==> src/rtl/uart_pkg.sv <==
// Shared types and helpers for the response UART transmitter.
package uart_pkg;

    // Response sequencing states. The top parks in START while the serializer
    // runs the frame; DATA and STOP name the serializer's phases.
    typedef enum logic [2:0] {
        IDLE  = 3'd0,
        LOAD  = 3'd1,
        START = 3'd2,
        DATA  = 3'd3,
        STOP  = 3'd4,
        NEXT  = 3'd5,
        DONE  = 3'd6
    } uart_resp_state_t;

    // Bit serializer states
    typedef enum logic [1:0] {
        BIT_IDLE  = 2'd0,
        BIT_START = 2'd1,
        BIT_DATA  = 2'd2,
        BIT_STOP  = 2'd3
    } uart_bit_state_t;

    localparam logic UART_IDLE_LEVEL = 1'b1;

    // Clock cycles per UART bit, truncated
    function automatic int bit_cycles(input int clk, input int baud);
        return clk / baud;
    endfunction

endpackage

==> src/rtl/uart_tx_byte.sv <==
// 8N1 bit serializer: one start bit, eight data bits LSB first, one stop bit.
// Accepts a byte only while idle; byte_done marks the last cycle of the stop bit.
module uart_tx_byte #(
    parameter int BIT_CYCLES = 234
) (
    input  logic       clock,
    input  logic       reset_n,
    input  logic [7:0] byte_in,
    input  logic       byte_valid,
    output logic       byte_ready,
    output logic       byte_done,
    output logic       tx
);
    import uart_pkg::*;

    localparam int TIMER_W = (BIT_CYCLES > 1) ? $clog2(BIT_CYCLES) : 1;
    localparam logic [TIMER_W-1:0] TIMER_LAST = TIMER_W'(BIT_CYCLES - 1);

    uart_bit_state_t    state_reg, state_next;
    logic [TIMER_W-1:0] timer_reg;
    logic [2:0]         bit_idx_reg;
    logic [7:0]         shift_reg;
    logic               bit_end;

    assign bit_end = (timer_reg == TIMER_LAST);

    // State register; async reset drops any frame in flight
    always_ff @(posedge clock or negedge reset_n) begin
        if (!reset_n) begin
            state_reg <= BIT_IDLE;
        end else begin
            state_reg <= state_next;
        end
    end

    // Next-state: each phase ends when the bit timer reaches its last count
    always_comb begin
        state_next = state_reg;
        case (state_reg)
            BIT_IDLE:  if (byte_valid) state_next = BIT_START;
            BIT_START: if (bit_end) state_next = BIT_DATA;
            BIT_DATA:  if (bit_end && (bit_idx_reg == 3'd7)) state_next = BIT_STOP;
            BIT_STOP:  if (bit_end) state_next = BIT_IDLE;
            default:   state_next = BIT_IDLE;
        endcase
    end

    // Bit timer, bit index and shift register
    always_ff @(posedge clock or negedge reset_n) begin
        if (!reset_n) begin
            timer_reg   <= '0;
            bit_idx_reg <= '0;
            shift_reg   <= '0;
        end else begin
            if (state_reg == BIT_IDLE || bit_end) begin
                timer_reg <= '0;
            end else begin
                timer_reg <= timer_reg + TIMER_W'(1);
            end
            if (state_reg == BIT_IDLE && byte_valid) begin
                shift_reg <= byte_in;
            end else if (state_reg == BIT_DATA && bit_end) begin
                shift_reg   <= {1'b0, shift_reg[7:1]};
                bit_idx_reg <= bit_idx_reg + 3'd1;
            end
        end
    end

    // Line level and handshake outputs decoded from state
    always_comb begin
        byte_ready = (state_reg == BIT_IDLE);
        byte_done  = (state_reg == BIT_STOP) && bit_end;
        tx         = UART_IDLE_LEVEL;
        case (state_reg)
            BIT_START: tx = 1'b0;
            BIT_DATA:  tx = shift_reg[0];
            default:   tx = UART_IDLE_LEVEL;
        endcase
    end

endmodule

==> src/rtl/uart_response_tx.sv <==
// Latches a whole response string on accept and sends it byte by byte over
// the host UART. The serializer owns the bit timing; this level owns the
// buffer, the byte index and the per-response sequencing.
module uart_response_tx #(
    parameter int CLOCK_FREQUENCY = 27000000,
    parameter int BAUD_RATE       = 115200,
    parameter int MAX_LEN         = 21
) (
    input  logic       clock,
    input  logic       reset_n,
    input  logic [7:0] resp_data [0:MAX_LEN-1],
    input  logic [7:0] resp_len,
    input  logic       resp_valid,
    output logic       resp_ready,
    output logic       busy,
    output logic       tx_done,
    output logic       resp_dropped,
    output logic       uart_tx
);
    import uart_pkg::*;

    localparam int BIT_CYCLES = bit_cycles(CLOCK_FREQUENCY, BAUD_RATE);
    localparam int IDX_W      = (MAX_LEN > 1) ? $clog2(MAX_LEN) : 1;
    localparam logic [7:0] MAX_LEN_B = 8'(MAX_LEN);

    uart_resp_state_t state_reg, state_next;
    logic [7:0] resp_buf_reg [0:MAX_LEN-1];
    logic [7:0] len_reg;
    logic [7:0] idx_reg;
    logic       accept;
    logic       more_bytes;
    logic       byte_valid;
    logic       byte_ready;
    logic       byte_done;
    logic [7:0] byte_in;

    assign accept     = (state_reg == IDLE) && resp_valid;
    assign more_bytes = ({1'b0, idx_reg} + 9'd1) < {1'b0, len_reg};
    assign byte_in    = resp_buf_reg[idx_reg[IDX_W-1:0]];

    // Snapshot every byte on accept so the producer can reuse its buffer at once
    for (genvar gi = 0; gi < MAX_LEN; gi++) begin : g_buf
        always_ff @(posedge clock) begin
            if (accept) begin
                resp_buf_reg[gi] <= resp_data[gi];
            end
        end
    end

    // State register
    always_ff @(posedge clock or negedge reset_n) begin
        if (!reset_n) begin
            state_reg <= IDLE;
        end else begin
            state_reg <= state_next;
        end
    end

    // Next-state: walk the buffer one byte per serializer frame
    always_comb begin
        state_next = state_reg;
        case (state_reg)
            IDLE:  if (resp_valid) state_next = LOAD;
            LOAD: begin
                if (len_reg == 8'd0) begin
                    state_next = DONE;
                end else if (byte_ready) begin
                    state_next = START;
                end
            end
            START: if (byte_done) state_next = NEXT;
            NEXT:  state_next = more_bytes ? LOAD : DONE;
            DONE:  state_next = IDLE;
            default: state_next = IDLE;
        endcase
    end

    // Clamped length and byte index; the index only advances while bytes remain
    always_ff @(posedge clock or negedge reset_n) begin
        if (!reset_n) begin
            len_reg <= '0;
            idx_reg <= '0;
        end else if (accept) begin
            len_reg <= (resp_len > MAX_LEN_B) ? MAX_LEN_B : resp_len;
            idx_reg <= '0;
        end else if (state_reg == NEXT && more_bytes) begin
            idx_reg <= idx_reg + 8'd1;
        end
    end

    // Handshake and status outputs decoded from state
    always_comb begin
        resp_ready   = (state_reg == IDLE);
        busy         = (state_reg != IDLE);
        tx_done      = (state_reg == DONE);
        resp_dropped = resp_valid && (state_reg != IDLE);
        byte_valid   = (state_reg == LOAD) && (len_reg != 8'd0);
    end

    uart_tx_byte #(
        .BIT_CYCLES (BIT_CYCLES)
    ) u_tx_byte (
        .clock      (clock),
        .reset_n    (reset_n),
        .byte_in    (byte_in),
        .byte_valid (byte_valid),
        .byte_ready (byte_ready),
        .byte_done  (byte_done),
        .tx         (uart_tx)
    );

endmodule

==> config.mk <==
export PLATFORM = sky130hd
export DESIGN_NAME = uart_response_tx
export DESIGN_NICKNAME = d
export VERILOG_FILES = /design/src/rtl/uart_pkg.sv /design/src/rtl/uart_tx_byte.sv /design/src/rtl/uart_response_tx.sv
export SDC_FILE = /design/constraint.sdc
export NUM_CORES = 1
export LEC_CHECK = 0
export CAP_MARGIN = 20
export CORE_MARGIN = 2
export CORE_UTILIZATION = 30
export DETAILED_ROUTE_END_ITERATION = 10
export PLACE_DENSITY = 0.56
export SLEW_MARGIN = 25
export SYNTH_ARGS = -nofsm -noshare
export SYNTH_HDL_FRONTEND = slang
export SYNTH_SLANG_ARGS = --single-unit
==> constraint.sdc <==
create_clock -name clock -period 4.6 [get_ports clock]
set_input_delay 0.46 -clock clock [delete_from_list [all_inputs] [get_ports clock]]
set_output_delay 0.46 -clock clock [all_outputs]
set_load 0.01 [all_outputs]
# Yosys cells after proc, flatten, opt, wreduce, memory -nomap -nowiden
# Memory sizes are Yosys's and may differ from the RTL's.
# Index checks and enable logic that the tools add are counted.
[word_totals] n_memories=1 in_bits=179 ramBits=168 elab_cells=70 register_bits=40
[op_classes] add_sub_neg=4 muxes=20 n_reduce_logical=19 magnitude_cmp=2 n_bitwise=1 eq_ne=16
[mem_list] memory="resp_buf_reg" words=21 width=8 rd=1 rd_clocked_by_memory_dff=0 wr=21 line_no="uart_response_tx.sv:27" source="logic [7:0] resp_buf_reg [0:MAX_LEN-1];"
[op_table] op="$mux W8" n=6
[op_table] op="$add A8 B1 Y8 const B" n=2
[op_table] op="$mux W3" n=5
[op_table] op="$pmux W3 S4" n=1
[op_table] op="$add A8 B1 Y9 const B" n=1
[op_table] op="$eq A3 B3 Y1 const B" n=3
[op_table] op="$lt A9 B8 Y1" n=1
[op_table] op="$eq A8 B8 Y1 const B" n=1
[op_table] op="$gt A8 B5 Y1 const B" n=1
[op_table] op="$logic_and A1 B1 Y1" n=8
[op_table] op="$logic_not A8 Y1" n=1
[op_table] op="$mux W2" n=4
[op_table] op="$ne A2 B1 Y1 const B" n=4
[op_table] op="$pmux W2 S4" n=1
[op_table] op="$reduce_bool A8 Y1" n=1
[op_table] op="$eq A2 B2 Y1 const B" n=2
[op_table] op="$ne A2 B2 Y1 const B" n=2
[op_table] op="$reduce_and A4 Y1" n=1
[op_table] op="$reduce_bool A2 Y1" n=2
[op_table] op="$add A3 B1 Y3 const B" n=1
[op_table] op="$eq A3 B1 Y1 const B" n=1
[op_table] op="$eq A3 B2 Y1 const B" n=1
[op_table] op="$logic_not A3 Y1" n=1
[op_table] op="$ne A3 B3 Y1 const B" n=1
[op_table] op="other kinds (9)" n=10

# Depth between registers and ports, before layout
# Gate-level depths: netlist (run 1).
[depth] depth_word=5 depth_mapped=12 ltp_nobuf=10

# By module
# Synthesis (run 1) repeated with hierarchy kept, for this count alone.
[unflattened] hier_cells=499 hier_area_um2=8643.3
[modules_own_cells] module="uart_response_tx" instances=1 cells_each=396 area_each_um2=7543.5
[modules_own_cells] module="uart_tx_byte" instances=1 cells_each=103 area_each_um2=1099.8

# Least setup slack after synthesis (run 1)
# OpenSTA, ideal clock, no wires.
[synth_timing] kind="register to register" startpoint="register state_reg[2]" endpoint="memory resp_buf_reg[0][0], enable pin" slack_ns=0.808 stages_incl_launch_ff=5 period_less_slack_ns=3.792 n_path_buf=1 t_arrival_ns=3.336 path_cell_list="dfrtp_1 -> nor3_1 -> nand2_1 -> inv_1 -> buf_2"
[synth_lines] item="from (decl)" line_no="uart_response_tx.sv:26" source="uart_resp_state_t state_reg, state_next;"
[synth_lines] item="from (signal assigned)" line_no="uart_response_tx.sv:55" source="state_reg <= state_next;"
[synth_lines] item="to (decl)" line_no="uart_response_tx.sv:27"

# Final worst setup path (run 1)
[layout_timing] startpoint="register idx_reg[1]" endpoint="register idx_reg[4]"
[layout_via] elab_chain_len=4 elab_cells_between_ends=7 classes_between="add/sub (2); order compare (1); mux (2); reduce/logical (2)"
[layout_lines] item="from (decl)" line_no="uart_response_tx.sv:29" source="logic [7:0] idx_reg;"
[layout_lines] item="from (signal assigned)" line_no="uart_response_tx.sv:87" source="idx_reg <= idx_reg + 8'd1;"
[layout_lines] item="$add A8 B1 Y9" line_no="uart_response_tx.sv:38" source="assign more_bytes = ({1'b0, idx_reg} + 9'd1) < {1'b0, len_reg};"
[layout_lines] item="$lt A9 B8 Y1" line_no="uart_response_tx.sv:38"
[layout_lines] item="$logic_and A1 B1 Y1" line_no="uart_response_tx.sv:86" source="end else if (state_reg == NEXT && more_bytes) begin"
[layout_lines] item="$reduce_bool A2 Y1 (no line)"
# Parallel ways exist; a longest one is shown, timed or not. The select of a mux whose other input is x is not followed.
# A chain may end at the register's enable or synchronous reset.

==> results of run 1 <==
==> area by class of cell <==
cell class | count | area share, %
multi-input cells | 289 | 21.4
clock buffers | 31 | 5.59
flip-flops and latches | 208 | 51.4
clock inverters | 12 | 0.925
repair buffers | 189 | 16.1
well taps | 384 | 4.08
inverters | 15 | 0.521
==> per-layer routing <==
layer / GRT usage [%] / up-vias / part of all wire (%)
met3: 3.05 / 32 / 6.3
met2: 21.3 / 156 / 48
met4: 3.26 / 2 / 1.9
li1: - / 2478 / -
met1: 17.4 / 2515 / 44
met5: 0 / - / 0.065
==> stage by stage <==
step	hold slack [ns]	util, %
6_report	0.472	40.9
5_1_grt	0.476	40.9
4_1_cts	0.130	40.8
3_5_place_dp	0.465	38.2
3_3_place_gp	0.466	38.2
2_1_floorplan	0.164	-
==> placed cells by master (no fill, tap or decap), types with 3 or more instances in the layout <==
master / n
a21o_1: 4
a21oi_1: 19
a221oi_1: 4
a221oi_2: 3
a22o_1: 5
a22oi_1: 8
and3_1: 3
buf_4: 5
clkbuf_1: 5
clkbuf_16: 25
clkdlybuf4s50_1: 182
clkinv_1: 5
clkinv_2: 3
dfrtp_1: 38
edfxtp_1: 168
ha_1: 16
inv_1: 14
mux2_2: 8
mux2i_1: 50
mux4_1: 7
mux4_2: 16
nand2_1: 30
nand2b_1: 3
nand3_1: 9
nor2_1: 19
nor2b_1: 7
nor3_1: 4
o21ai_0: 10
o221ai_1: 4
o22ai_1: 6
or3_1: 4
xnor2_1: 5
xor2_1: 7
==> report_power, final <==
group	leakage, µW	internal (µW)	total (µW)	switching (µW)
logic	0.00222	133	169	36.2
registers	0.00195	2040	2040	0
clock network	0.000369	1120	1840	727
==> worst max-delay path, cell delays in order (launching register included) <==
cell	delay (ns)
dfrtp_2	0.73
ha_1	0.33
nand3_2	0.13
or2_0	0.36
xnor2_1	0.17
ha_1	0.29
a21o_1	0.17
a221oi_2	0.34
o21ai_2	0.16
or4_1	0.49
a21oi_1	0.15
==> kinds of logic after synthesis <==
logic type / count (synthesis) / share of synthesized area, %
buffers and inverters: 36 / 2.44
AND/OR/NAND/NOR: 99 / 5.74
flip-flops: 208 / 68.9
adder cells (fa/ha/maj): 16 / 2.28
XOR/XNOR: 12 / 1.20
multiplexers: 81 / 12.9
AO/OA/AOI/OAI: 81 / 6.56
==> worst paths after layout <==
| check | slack, ns | from | to |
|---|---|---|---|
| worst max-delay path | 1.19 | idx_reg[1] | idx_reg[4] |
| worst max register to register | 1.19 | idx_reg[1] | idx_reg[4] |
| min in group asynchronous | 0.48 | reset_n | u_tx_byte.timer_reg[0] |
| worst min register to register | 0.47 | u_tx_byte.bit_idx_reg[0] | u_tx_byte.bit_idx_reg[0] |
| worst min-delay path | 0.47 | u_tx_byte.bit_idx_reg[0] | u_tx_byte.bit_idx_reg[0] |
| max in group asynchronous | 3.71 | reset_n | idx_reg[0] |
==> flow_summary.ini, run 1 <==
[critical_path]
required_ns = 5.03
worstSetupPathType = register to register
critPathLaunchType = register
endpoint_kind = register
reg2regPathDepth = 10
critPathMaxFanout = 22
worstPathArrival_ns = 3.84

[place]
dp_hpwl_um = 14400
dp_cells = 1084
port_buffers = 183
dpl_worst_slack_ns = 1.19
gp_congestion = 0.756
placed_cell_area_um2 = 11000

[yosys]
synth_top_area_share_pct = 57.5
syn_avg_cell_area_um2 = 16.5
synthTopCellsByArea = edfxtp_1, dfrtp_1, mux2i_1
synth_edf_count = 168
synth_most_common_cell = edfxtp_1
synthFlopType = edfxtp_1
ys_seq_area_share_pct = 68.9
yosysWarningCount = 0
netlist_area_um2 = 8780
synthDistinctLibCells = 61
synth_nets = 728
ys_ff_latch = 208
synthArstFlopShare_pct = 19.2
syn_inst = 533
yosys-top-cells-count = edfxtp_1, mux2i_1, dfrtp_1
synth_top_area_cell = edfxtp_1

[detailed_routing]
postRouteAntennaNets = 0
via_count = 5183
wl_per_cell_um = 17.7
finalWirelength_um = 19900
first_pass_iters = 4
drc = 0
vias_per_cell = 4.59
drt_iter0_markers = 346

[final_layout]
fillers = 2633
layout.cells.non_filler = 1128
multi_input_area_um2 = 2520
area_growth_pct = 34.0
regArea_um2 = 6050
postLayoutCellArea_um2 = 11800
antennaDiodeCount = 0
largest_reg_flops = 168
drive_above_1_share_pct = 10.2
fin_nets = 922

[timing]
relSlewSlack_pct = 53.7
layout_setup_ws_ns = 1.19
slew_violations = 0
finalHoldViolCount = 0
fin_skew_ns = 0.0191
setup_viol = 0
fmax_mhz = 293
fin_crit_sh_pct = 74.2
finalCriticalPeriod_ns = 3.41
worstMarginPinSlew_ns = 0.695
rsz0062_at_grt = false
fin_tns_setup_ns = 0

[die]
die_w_um = 175
dieArea_um2 = 30600
die_h_um = 175
num_io_pins = 184
start_util_pct = 30.5
rows = 62
core_area_um2 = 28800

[cts]
clock_latency_ns = 0.52
cts_buffer_depth = 3
cts_buffers = 24
hold_buffers = 0
cts_tree = built
cts_root_buf = clkbuf_16
clk_pin_slew_worst_paths_ns = 0.06
cts_sinks = 208
cts_setup_buffers = 0
h-tree-depth = 1
ctsResizeCount = 0

[global_routing]
grt_max_degree = 103
overflow = 0
first_global_vias = 5363
antenna_found_initial = 1
grt_pass1_wl_um = 30600
track_usage_pct = 13.0

[pwr]
powerDensity_nw_per_um2 = 344
vdd_ir_drop_max_mv = 0.263
leakagePower_uw = 0.00454
power_uw = 4050

[job]
maxCapViolCount = 0

[worst_hold_path]
hold_class = register to register
whs_path_depth = 1

[outcome]
status = completed
(Power assumes the default switching activity.)
==> run 2: changes to the inputs <==
PLACE_DENSITY = 0.58   (was 0.56)
clock period = 3 ns   (was 4.6 ns; I/O delays follow)
==> flow_summary.ini, run 2 (same netlist as run 1, synthesis figures left out) <==
[critical_path]
critPathLaunchType = register
required_ns = 3.44
worstSetupPathType = register to register
r2r_slack_ns = 0.21
max_stage_delay_ns = 0.48
endpoint_kind = register
cp_cell_sequence = ha_2 -> nand3_2 -> or2_0 -> xnor2_1 -> ha_1 -> a21o_1 -> a221oi_2 -> o21ai_2 -> or4_1 -> a21oi_1
path_buf_inv = 0
cpMaxStageDelayCell = or4_1
worstPathArrival_ns = 3.23
critPathTopFamily = simple AND/OR/NAND/NOR gates
critPathMaxFanout = 7

[global_routing]
first_global_vias = 5655
overflow = 0
track_usage_pct = 13.3
antenna_found_initial = 0
grt_max_degree = 58
grt_pass1_wl_um = 31500

[timing]
setup_viol = 0
finalCriticalPeriod_ns = 2.79
fin_tns_setup_ns = 0
finalHoldViolCount = 0
fmax_mhz = 358
fin_skew_ns = 0.0107
fin_crit_sh_pct = 93.2
rsz0062_at_grt = false
relSlewSlack_pct = 56.2
slew_violations = 0
worstMarginPinSlew_ns = 0.657
layout_setup_ws_ns = 0.205

[final_layout]
final_common_cell = clkdlybuf4s50_1
postLayoutCellArea_um2 = 12000
fin_util_pct = 41.6
drive_above_1_share_pct = 12.6
antennaDiodeCount = 0
largest_reg_flops = 168
fin_nets = 940
area_growth_pct = 36.5
final_cell_mix = clkdlybuf4s50_1, edfxtp_1, mux2i_1

[cts]
cts_buffers = 25
cts_setup_buffers = 0
cts_sinks = 208
clk_pin_slew_worst_paths_ns = 0.06
cts_tree = built
cts_root_buf = clkbuf_16
h-tree-depth = 1
cts_buffer_depth = 3
clock_latency_ns = 0.51

[die]
num_io_pins = 184
start_util_pct = 30.5
die_w_um = 175
core_area_um2 = 28800
dieArea_um2 = 30600
rows = 62
die_h_um = 175

[detailed_routing]
drt_iter0_markers = 201
postRouteAntennaNets = 0
finalWirelength_um = 20300
wl_per_cell_um = 17.6
first_pass_iters = 4
drc = 0
vias_per_cell = 4.57
via_count = 5252

[place]
dp_hpwl_um = 14500
gp_congestion = 0.740
dpl_worst_slack_ns = 0.190
placed_cell_area_um2 = 11200
port_buffers = 183

[job]
maxCapViolCount = 0

[pwr]
leakagePower_uw = 0.00465
power_uw = 6320
vdd_ir_drop_max_mv = 0.352
powerDensity_nw_per_um2 = 528

[worst_hold_path]
hold_class = primary input to asynchronous set/reset pin

[outcome]
status = completed
-- run 2: cell count changes in the layout (fill, tap and decap cells not counted) --
cell        previous run  this run
clkinv_1               5         1
clkbuf_8               1         3
clkinvlp_4             2         1
inv_6                  1         2
buf_12                 1         5
ha_1                  16        15
ha_2                   0         1
buf_4                  5        18
clkbuf_1               5        10
-- run 2: cell type report --
cell class / instances / area, µm²
Sequential cell: 208 / 6050
Timing Repair Buffer: 206 / 2070
Multi-Input combinational cell: 289 / 2520
Clock buffer: 38 / 704
Clock inverter: 8 / 95.1
Inverter: 15 / 61.3
Fill cell: 2588 / 16800
Tap cell: 384 / 480
-- run 2: timing repair --
action,CTS,global route
endpoints found under the setup margin,0,1
hold buffers,1,0
endpoints found under the hold margin,40,0
resized for setup,0,1
-- run 2: final timing paths --
kind                            cells after the start                       end                      from
worst max-delay path                               10                idx_reg[6]                idx_reg[0]
min in group clock                                  1       resp_buf_reg[12][2]             resp_data[66]
worst min register to register                      1  u_tx_byte.bit_idx_reg[0]  u_tx_byte.bit_idx_reg[0]
worst max register to register                     10                idx_reg[6]                idx_reg[0]
max in group asynchronous                           2                idx_reg[0]                   reset_n
worst min-delay path                                2                len_reg[5]                   reset_n
-- run 2: where the power goes --
| part | internal, µW | switching, µW | leakage, µW |
|---|---|---|---|
| clock | 1790 | 1160 | 0.000388 |
| sequential | 3120 | 0 | 0.00195 |
| combinational | 204 | 53.4 | 0.00231 |
| total | 5110 | 1210 | 0.00465 |
-- run 2: metal layers --
metal	up-vias	share of wire [%]	global-route usage [%]
met5	-	0	0
met2	138	48	21.9
met4	0	2.2	3.13
li1	2515	-	-
met1	2574	45	18.0
met3	25	5.1	2.81
-- run 2: per-stage QoR --
| step | cells | hold slack, ns |
|---|---|---|
| after CTS | 1148 | 0.307 |
| after global placement | 1101 | 0.464 |
| after detailed placement | 1101 | 0.471 |
| final | 1148 | 0.326 |
| after floorplan | 533 | 0.00441 |
| after global routing | 1148 | 0.313 |
